<file path="src/rtl/uart_pkg.sv">
// Shared UART definitions: receiver/transmitter state encoding and bit-vote helper.
package uart_pkg;

  typedef enum logic [2:0] {
    IDLE  = 3'd0,
    START = 3'd1,
    DATA  = 3'd2,
    STOP  = 3'd3,
    BREAK = 3'd4
  } uart_state_t;

  function automatic logic maj3(input logic a, input logic b, input logic c);
    return (a & b) | (a & c) | (b & c);
  endfunction

endpackage

</file>
<file path="src/rtl/uart_rx_if.sv">
// Byte-output bundle from the UART receiver to the boot loader parser.
interface uart_rx_if;
  logic [7:0] dout;
  logic       dout_valid;
  logic       frame_err;
  logic       busy;

  modport master (output dout, output dout_valid, output frame_err, output busy);
  modport slave  (input  dout, input  dout_valid, input  frame_err, input  busy);
endinterface

</file>
<file path="src/rtl/uart_baud_tick.sv">
// Free-running oversample tick divider; one-cycle tick every DIV enabled cycles.
module uart_baud_tick #(
  parameter int DIV = 1
) (
  input  logic clk,
  input  logic rst,
  input  logic ce,
  output logic tick
);
  localparam int CW = (DIV > 1) ? $clog2(DIV) : 1;
  localparam logic [CW-1:0] LAST = CW'(DIV - 1);

  logic [CW-1:0] cnt;

  always_ff @(posedge clk) begin
    if (rst)     cnt <= '0;
    else if (ce) cnt <= (cnt == LAST) ? '0 : cnt + CW'(1);
  end

  assign tick = ce && (cnt == LAST);
endmodule

</file>
<file path="src/rtl/uart_rx.sv">
// 8N1 UART receiver: 2-flop synchronizer, OVS oversampling with 3-sample
// majority vote around mid-bit, framing-error detection and break hold-off.
module uart_rx
  import uart_pkg::*;
#(
  parameter int CLK_FREQ = 16_000_000,
  parameter int BAUD     = 115_200,
  parameter int OVS      = 16
) (
  input  logic         clk,
  input  logic         rst,
  input  logic         ce,
  input  logic         rx,
  uart_rx_if.master    bus
);
  localparam int DIV = CLK_FREQ / (BAUD * OVS);
  localparam int SW  = $clog2(OVS);

  localparam logic [SW-1:0] S_LO = SW'(OVS/2 - 1);
  localparam logic [SW-1:0] S_MD = SW'(OVS/2);
  localparam logic [SW-1:0] S_HI = SW'(OVS/2 + 1);
  localparam logic [SW-1:0] LAST = SW'(OVS - 1);

  if (DIV < 1) begin : g_div_chk
    $error("uart_rx: CLK_FREQ/(BAUD*OVS) must be >= 1");
  end
  if ((OVS < 8) || (OVS % 2 != 0)) begin : g_ovs_chk
    $error("uart_rx: OVS must be even and >= 8");
  end

  logic tick;

  uart_baud_tick #(.DIV(DIV)) u_tick (
    .clk  (clk),
    .rst  (rst),
    .ce   (ce),
    .tick (tick)
  );

  uart_state_t   state;
  logic          rx_meta, rx_s;
  logic [SW-1:0] scnt;
  logic [2:0]    bidx;
  logic [7:0]    shreg;
  logic          s_a, s_b;
  logic [7:0]    dout_q;
  logic          valid_q, ferr_q, busy_q;
  logic          bit_val;

  // The third vote is the live sample taken at S_HI, when the decision is made.
  assign bit_val = maj3(s_a, s_b, rx_s);

  always_ff @(posedge clk) begin
    if (rst) begin
      state   <= IDLE;
      rx_meta <= 1'b1;
      rx_s    <= 1'b1;
      scnt    <= '0;
      bidx    <= '0;
      shreg   <= '0;
      s_a     <= 1'b1;
      s_b     <= 1'b1;
      dout_q  <= '0;
      valid_q <= 1'b0;
      ferr_q  <= 1'b0;
      busy_q  <= 1'b0;
    end else begin
      // Pulses clear regardless of ce so they never stretch.
      valid_q <= 1'b0;
      ferr_q  <= 1'b0;
      if (ce) begin
        rx_meta <= rx;
        rx_s    <= rx_meta;
      end
      if (tick) begin
        if (state != IDLE && state != BREAK) begin
          scnt <= (scnt == LAST) ? '0 : scnt + SW'(1);
          if (scnt == S_LO) s_a <= rx_s;
          if (scnt == S_MD) s_b <= rx_s;
        end
        case (state)
          IDLE: if (!rx_s) begin
            state  <= START;
            scnt   <= '0;
            busy_q <= 1'b1;
          end
          START: begin
            if (scnt == S_HI && bit_val) begin
              state  <= IDLE;
              busy_q <= 1'b0;
            end else if (scnt == LAST) begin
              state <= DATA;
              bidx  <= '0;
            end
          end
          DATA: begin
            if (scnt == S_HI) shreg <= {bit_val, shreg[7:1]};
            if (scnt == LAST) begin
              if (bidx == 3'd7) state <= STOP;
              else              bidx  <= bidx + 3'd1;
            end
          end
          STOP: if (scnt == S_HI) begin
            // Leave mid-stop-bit so the next start edge is caught at full rate.
            if (bit_val) begin
              dout_q  <= shreg;
              valid_q <= 1'b1;
              state   <= IDLE;
              busy_q  <= 1'b0;
            end else begin
              ferr_q <= 1'b1;
              state  <= BREAK;
            end
          end
          BREAK: if (rx_s) begin
            state  <= IDLE;
            busy_q <= 1'b0;
          end
          default: begin
            state  <= IDLE;
            busy_q <= 1'b0;
          end
        endcase
      end
    end
  end

  assign bus.dout       = dout_q;
  assign bus.dout_valid = valid_q;
  assign bus.frame_err  = ferr_q;
  assign bus.busy       = busy_q;
endmodule

</file>
<file path="src/flat_wrapper.sv">
// flat-port wrapper written by rule: the top's interface ports become plain ports
module uart_rx_flat import uart_pkg::*;
#(
  parameter int CLK_FREQ = 16_000_000,
  parameter int BAUD     = 115_200,
  parameter int OVS      = 16
)
  (clk, rst, ce, rx, bus_dout, bus_dout_valid, bus_frame_err, bus_busy);
  uart_rx_if bus_i ();
  input  logic clk;
  input  logic rst;
  input  logic ce;
  input  logic rx;
  output wire logic [$bits(bus_i.dout)-1:0] bus_dout;
  output wire logic [$bits(bus_i.dout_valid)-1:0] bus_dout_valid;
  output wire logic [$bits(bus_i.frame_err)-1:0] bus_frame_err;
  output wire logic [$bits(bus_i.busy)-1:0] bus_busy;
  assign bus_dout = bus_i.dout;
  assign bus_dout_valid = bus_i.dout_valid;
  assign bus_frame_err = bus_i.frame_err;
  assign bus_busy = bus_i.busy;
  uart_rx #(.CLK_FREQ(CLK_FREQ), .BAUD(BAUD), .OVS(OVS)) u_core (.clk(clk), .rst(rst), .ce(ce), .rx(rx), .bus(bus_i));
endmodule
</file>
<file path="config.mk">
export PLATFORM = sky130hd
export DESIGN_NAME = uart_rx_flat
export DESIGN_NICKNAME = d
export VERILOG_FILES = /design/src/rtl/uart_pkg.sv /design/src/rtl/uart_rx_if.sv /design/src/rtl/uart_baud_tick.sv /design/src/rtl/uart_rx.sv /design/src/flat_wrapper.sv
export SDC_FILE = /design/constraint.sdc
export NUM_CORES = 1
export LEC_CHECK = 0
export BUFFER_PORTS_ARGS = -buffer_cell sky130_fd_sc_hd__clkbuf_2
export CELL_PAD_IN_SITES_DETAIL_PLACEMENT = 0
export CELL_PAD_IN_SITES_GLOBAL_PLACEMENT = 2
export CORE_MARGIN = 1.5
export CORE_UTILIZATION = 39
export CTS_BUF_LIST = sky130_fd_sc_hd__clkbuf_4 sky130_fd_sc_hd__clkbuf_8 sky130_fd_sc_hd__clkbuf_16
export DETAILED_ROUTE_END_ITERATION = 12
export PLACE_DENSITY = 0.89
export SYNTH_ARGS = -nofsm -noshare
export SYNTH_HDL_FRONTEND = slang
export SYNTH_SLANG_ARGS = --single-unit
export TNS_END_PERCENT = 5
</file>
<file path="constraint.sdc">
create_clock -name clk -period 4.1 [get_ports clk]
set_clock_uncertainty 0.2 [all_clocks]
set_input_delay 0.205 -clock clk [delete_from_list [all_inputs] [get_ports clk]]
set_output_delay 0.205 -clock clk [all_outputs]
set_load 0.02 [all_outputs]
</file>
==> out/metrics.cfg <==
[status]
outcome = complete, no violations

[floorplanning]
io_pins = 15
die_area_sq_mm = 0.004584
die_y_microns = 67.71
die_w_microns = 67.71
rows = 23
start_util_pct = 40.82
core_area_sq_mm = 0.004000

[critical_path]
cp-startpoint = u_core.scnt[0]$_SDFFE_PP0N_
rrSetupSlack_ps = 1900
rr_startpoint = u_core.scnt[0]$_SDFFE_PP0N_
cp_data_required_time_ps = 4050
r2r_cells = 6
crit_path_max_fanout = 9
crit_end = u_core.bus.dout[3]$_SDFFE_PP0P_
worstSetupPathType = reg2reg
cp-start-kind = register
arrival_ps = 2150
crit_path_end_kind = register
rr_endpoint = u_core.bus.dout[3]$_SDFFE_PP0P_

[cts]
cts.sinks = 36
cts_root_buffer = clkbuf_8
h-tree-depth = 2
cts_buffers = 5
cts_tree = built
path_clk_slew_ps = 70
clkLatencyLatePin_ps = 280
max-clock-path-buffers = 2

[final_layout]
drive_gt1_share_pct = 16.30
area_delta_synth_final_pct = 12.72
antenna_cells = 0
final_nets = 194

[detailed_routing]
drc = 0
route.met3.wl_microns = 116
routed-via-count = 1206
drt-initial-drc-count = 49
dr.pass1.iters = 4
antenna_left = 0
viasPerCell = 5.154
wl_per_cell_microns = 12.74
routed_wl_microns = 2980
routed.top_layer = met4
wirelength_met1_microns = 1344
wl_met2_microns = 1463

[global_routing]
first_global_vias = 1109
overflow = 0
grt_max_degree = 34
antenna_found_initial = 0
grt_pass1_wl_microns = 5078
track_usage_pct = 15.18

[yosys]
syn_inst = 169
netlist_area_sq_mm = 0.001633
synth_top_area_share_pct = 44.14
synth_top_area_cell = dfxtp_1
ys.flop_type = dfxtp_1
synthMuxAreaShare_pct = 14.18
synthSimpleGateAreaFrac_pct = 21.92
synth_area_per_cell_sq_um = 9.662
synth_top_family_by_area = simple AND/OR/NAND/NOR gates
ys_ff_latch = 36
synth_edf_count = 0
synthAdderAreaFrac_pct = 6.054
synthXorXnorAreaFrac_pct = 1.073
synthTopCellsByArea = dfxtp_1 44%, mux2i_1 13%, nor2_1 6.7%
synth_most_common_cell = dfxtp_1
yosysWarnings = 0
async_reset_ff_share_pct = 0
synth_compound_area_share_pct = 8.659
syn_nets = 180
synthDistinctLibCells = 40
synth.cells.most_frequent = 36 x dfxtp_1, 29 x nor2_1, 22 x mux2i_1
seq_area_frac_synth_pct = 44.14

[place]
pre_cts_ws_ps = 1905
dp_hpwl_microns = 2155
portBuffers = 14
gp_congestion = 0.7731

[power]
peakVddDrop_uv = 216.2
powerDensity_mw_per_mm2 = 372.1
power_frac_seq_pct = 51.8
p_int_mw = 0.5428
p_comb_share_pct = 2.6
pwr-share-clk_pct = 45.6
power.switching_mw = 0.1421
power_mw = 0.6849
leakage_nw = 0.7593
swShare_pct = 20.75

[min_path]
hold_start = ce
hold_path.class = in2reg

[job]
drv_cap = 0

[sta]
rsz0062_at_grt = no
hold_viol_final = 0
fin_tns_setup_ps = 0
max_freq_mhz = 455.1
finalCritPeriodShare_pct = 53.59
finalMaxSlewViolations = 0
slew_headroom_pct = 59.49
min_period_ps = 2197
layout_setup_ws_ps = 1903
tightest_slew_ps = 607.7
setup_violations = 0

## through the flow
stage               hold slack [ps]  util [%]  std cells  cell area, sq um
floorplan                     127.4         -        169              1633
global placement              215.7     42.88        225              1715
global route                  170.2     46.01        234              1841
detailed placement            217.8     42.88        225              1715
finish                        150.8     46.01        234              1841
CTS                           137.8     46.01        234              1841
## what timing repair did
action / 4_1_cts / 5_1_grt
resized for setup: 0 / 0
buffers inserted: 0 / 0
hold buffers: 1 / 0
endpoints found under the hold margin: 1 / 0
## power groups by stage
stage	Sequential, mW	Combinational, mW	Clock, mW
after detailed placement	0.363	0.0170	0
after CTS	0.355	0.0180	0.326
after floorplan	0.363	0.0137	0
final	0.355	0.0177	0.312
after global placement	0.363	0.0168	0
after global routing	0.356	0.0202	0.346
## placed cells by master, fill, tap and decap left out, types with 2 or more instances in the layout
master | synthesis | final
ha_1 | 7 | 7
o21ai_0 | 3 | 3
nor3_1 | 3 | 3
nand2b_1 | 5 | 5
nand4b_1 | 3 | 3
nand3_1 | 6 | 6
a211o_1 | 2 | 2
dfxtp_1 | 36 | 36
inv_1 | 4 | 4
xor2_1 | 2 | 2
nor2_1 | 29 | 29
clkbuf_2 | 0 | 14
nor2b_1 | 3 | 3
mux2i_1 | 22 | 22
a21oi_1 | 8 | 8
a22o_1 | 2 | 2
nand2_1 | 6 | 6
or2_2 | 2 | 2
clkbuf_8 | 0 | 5
## how the worst min path moves through the flow
stage / slack (ps) / depth (start not counted) / endpoint
after global placement: 220 / 2 / u_core.rx_meta$_SDFFE_PP1P_
after detailed placement: 220 / 2 / u_core.rx_meta$_SDFFE_PP1P_
after CTS: 140 / 3 / u_core.bus.frame_err$_SDFF_PP0_
after global routing: 170 / 3 / u_core.bus.frame_err$_SDFF_PP0_
after floorplan: 130 / 1 / u_core.rx_meta$_SDFFE_PP1P_
final: 150 / 3 / u_core.bus.frame_err$_SDFF_PP0_
## routing by layer
layer / global-route usage, % / up-vias
li1: - / 623
met1: 18.81 / 561
met2: 23.90 / 16
met3: 4.833 / 6
met4: 6.888 / 0
met5: 0 / -
## state kept, by name, indices dropped and copies added (netlist names)
register               cells
u_core.s_a                 1
u_core.rx_s                1
u_core.state               3
u_core.u_tick.cnt          3
u_core.bus.frame_err       1
u_core.s_b                 1
u_core.rx_meta             1
u_core.bidx                3
u_core.bus.busy            1
u_core.shreg               8
u_core.scnt                4
u_core.bus.dout            8
u_core.bus.dout_valid      1
## kinds of logic after synthesis
group,after synthesis
buffers and inverters,12
muxes,23
adders and majority gates,8
and+or+nand+nor,67
xor gates and xnor gates,2
DFF,36
AOI/OAI and AO/OA,21
## final cells by class
type	count	area, sq um
clock buffer	5	68.82
clock inverter	3	46.29
fill	385	2160
inverter	4	15.01
multi-input combinational	121	847.1
sequential	36	720.7
tap	50	62.56
timing repair buffer	15	80.08
## worst max-delay path, stage by stage, from the launching register on
cell	delay, ps
dfxtp_1	420
ha_1	180
and3b_2	250
nand3_4	100
or3_1	590
mux2i_1	260
nor2_1	60
(Power assumes the default switching activity.)
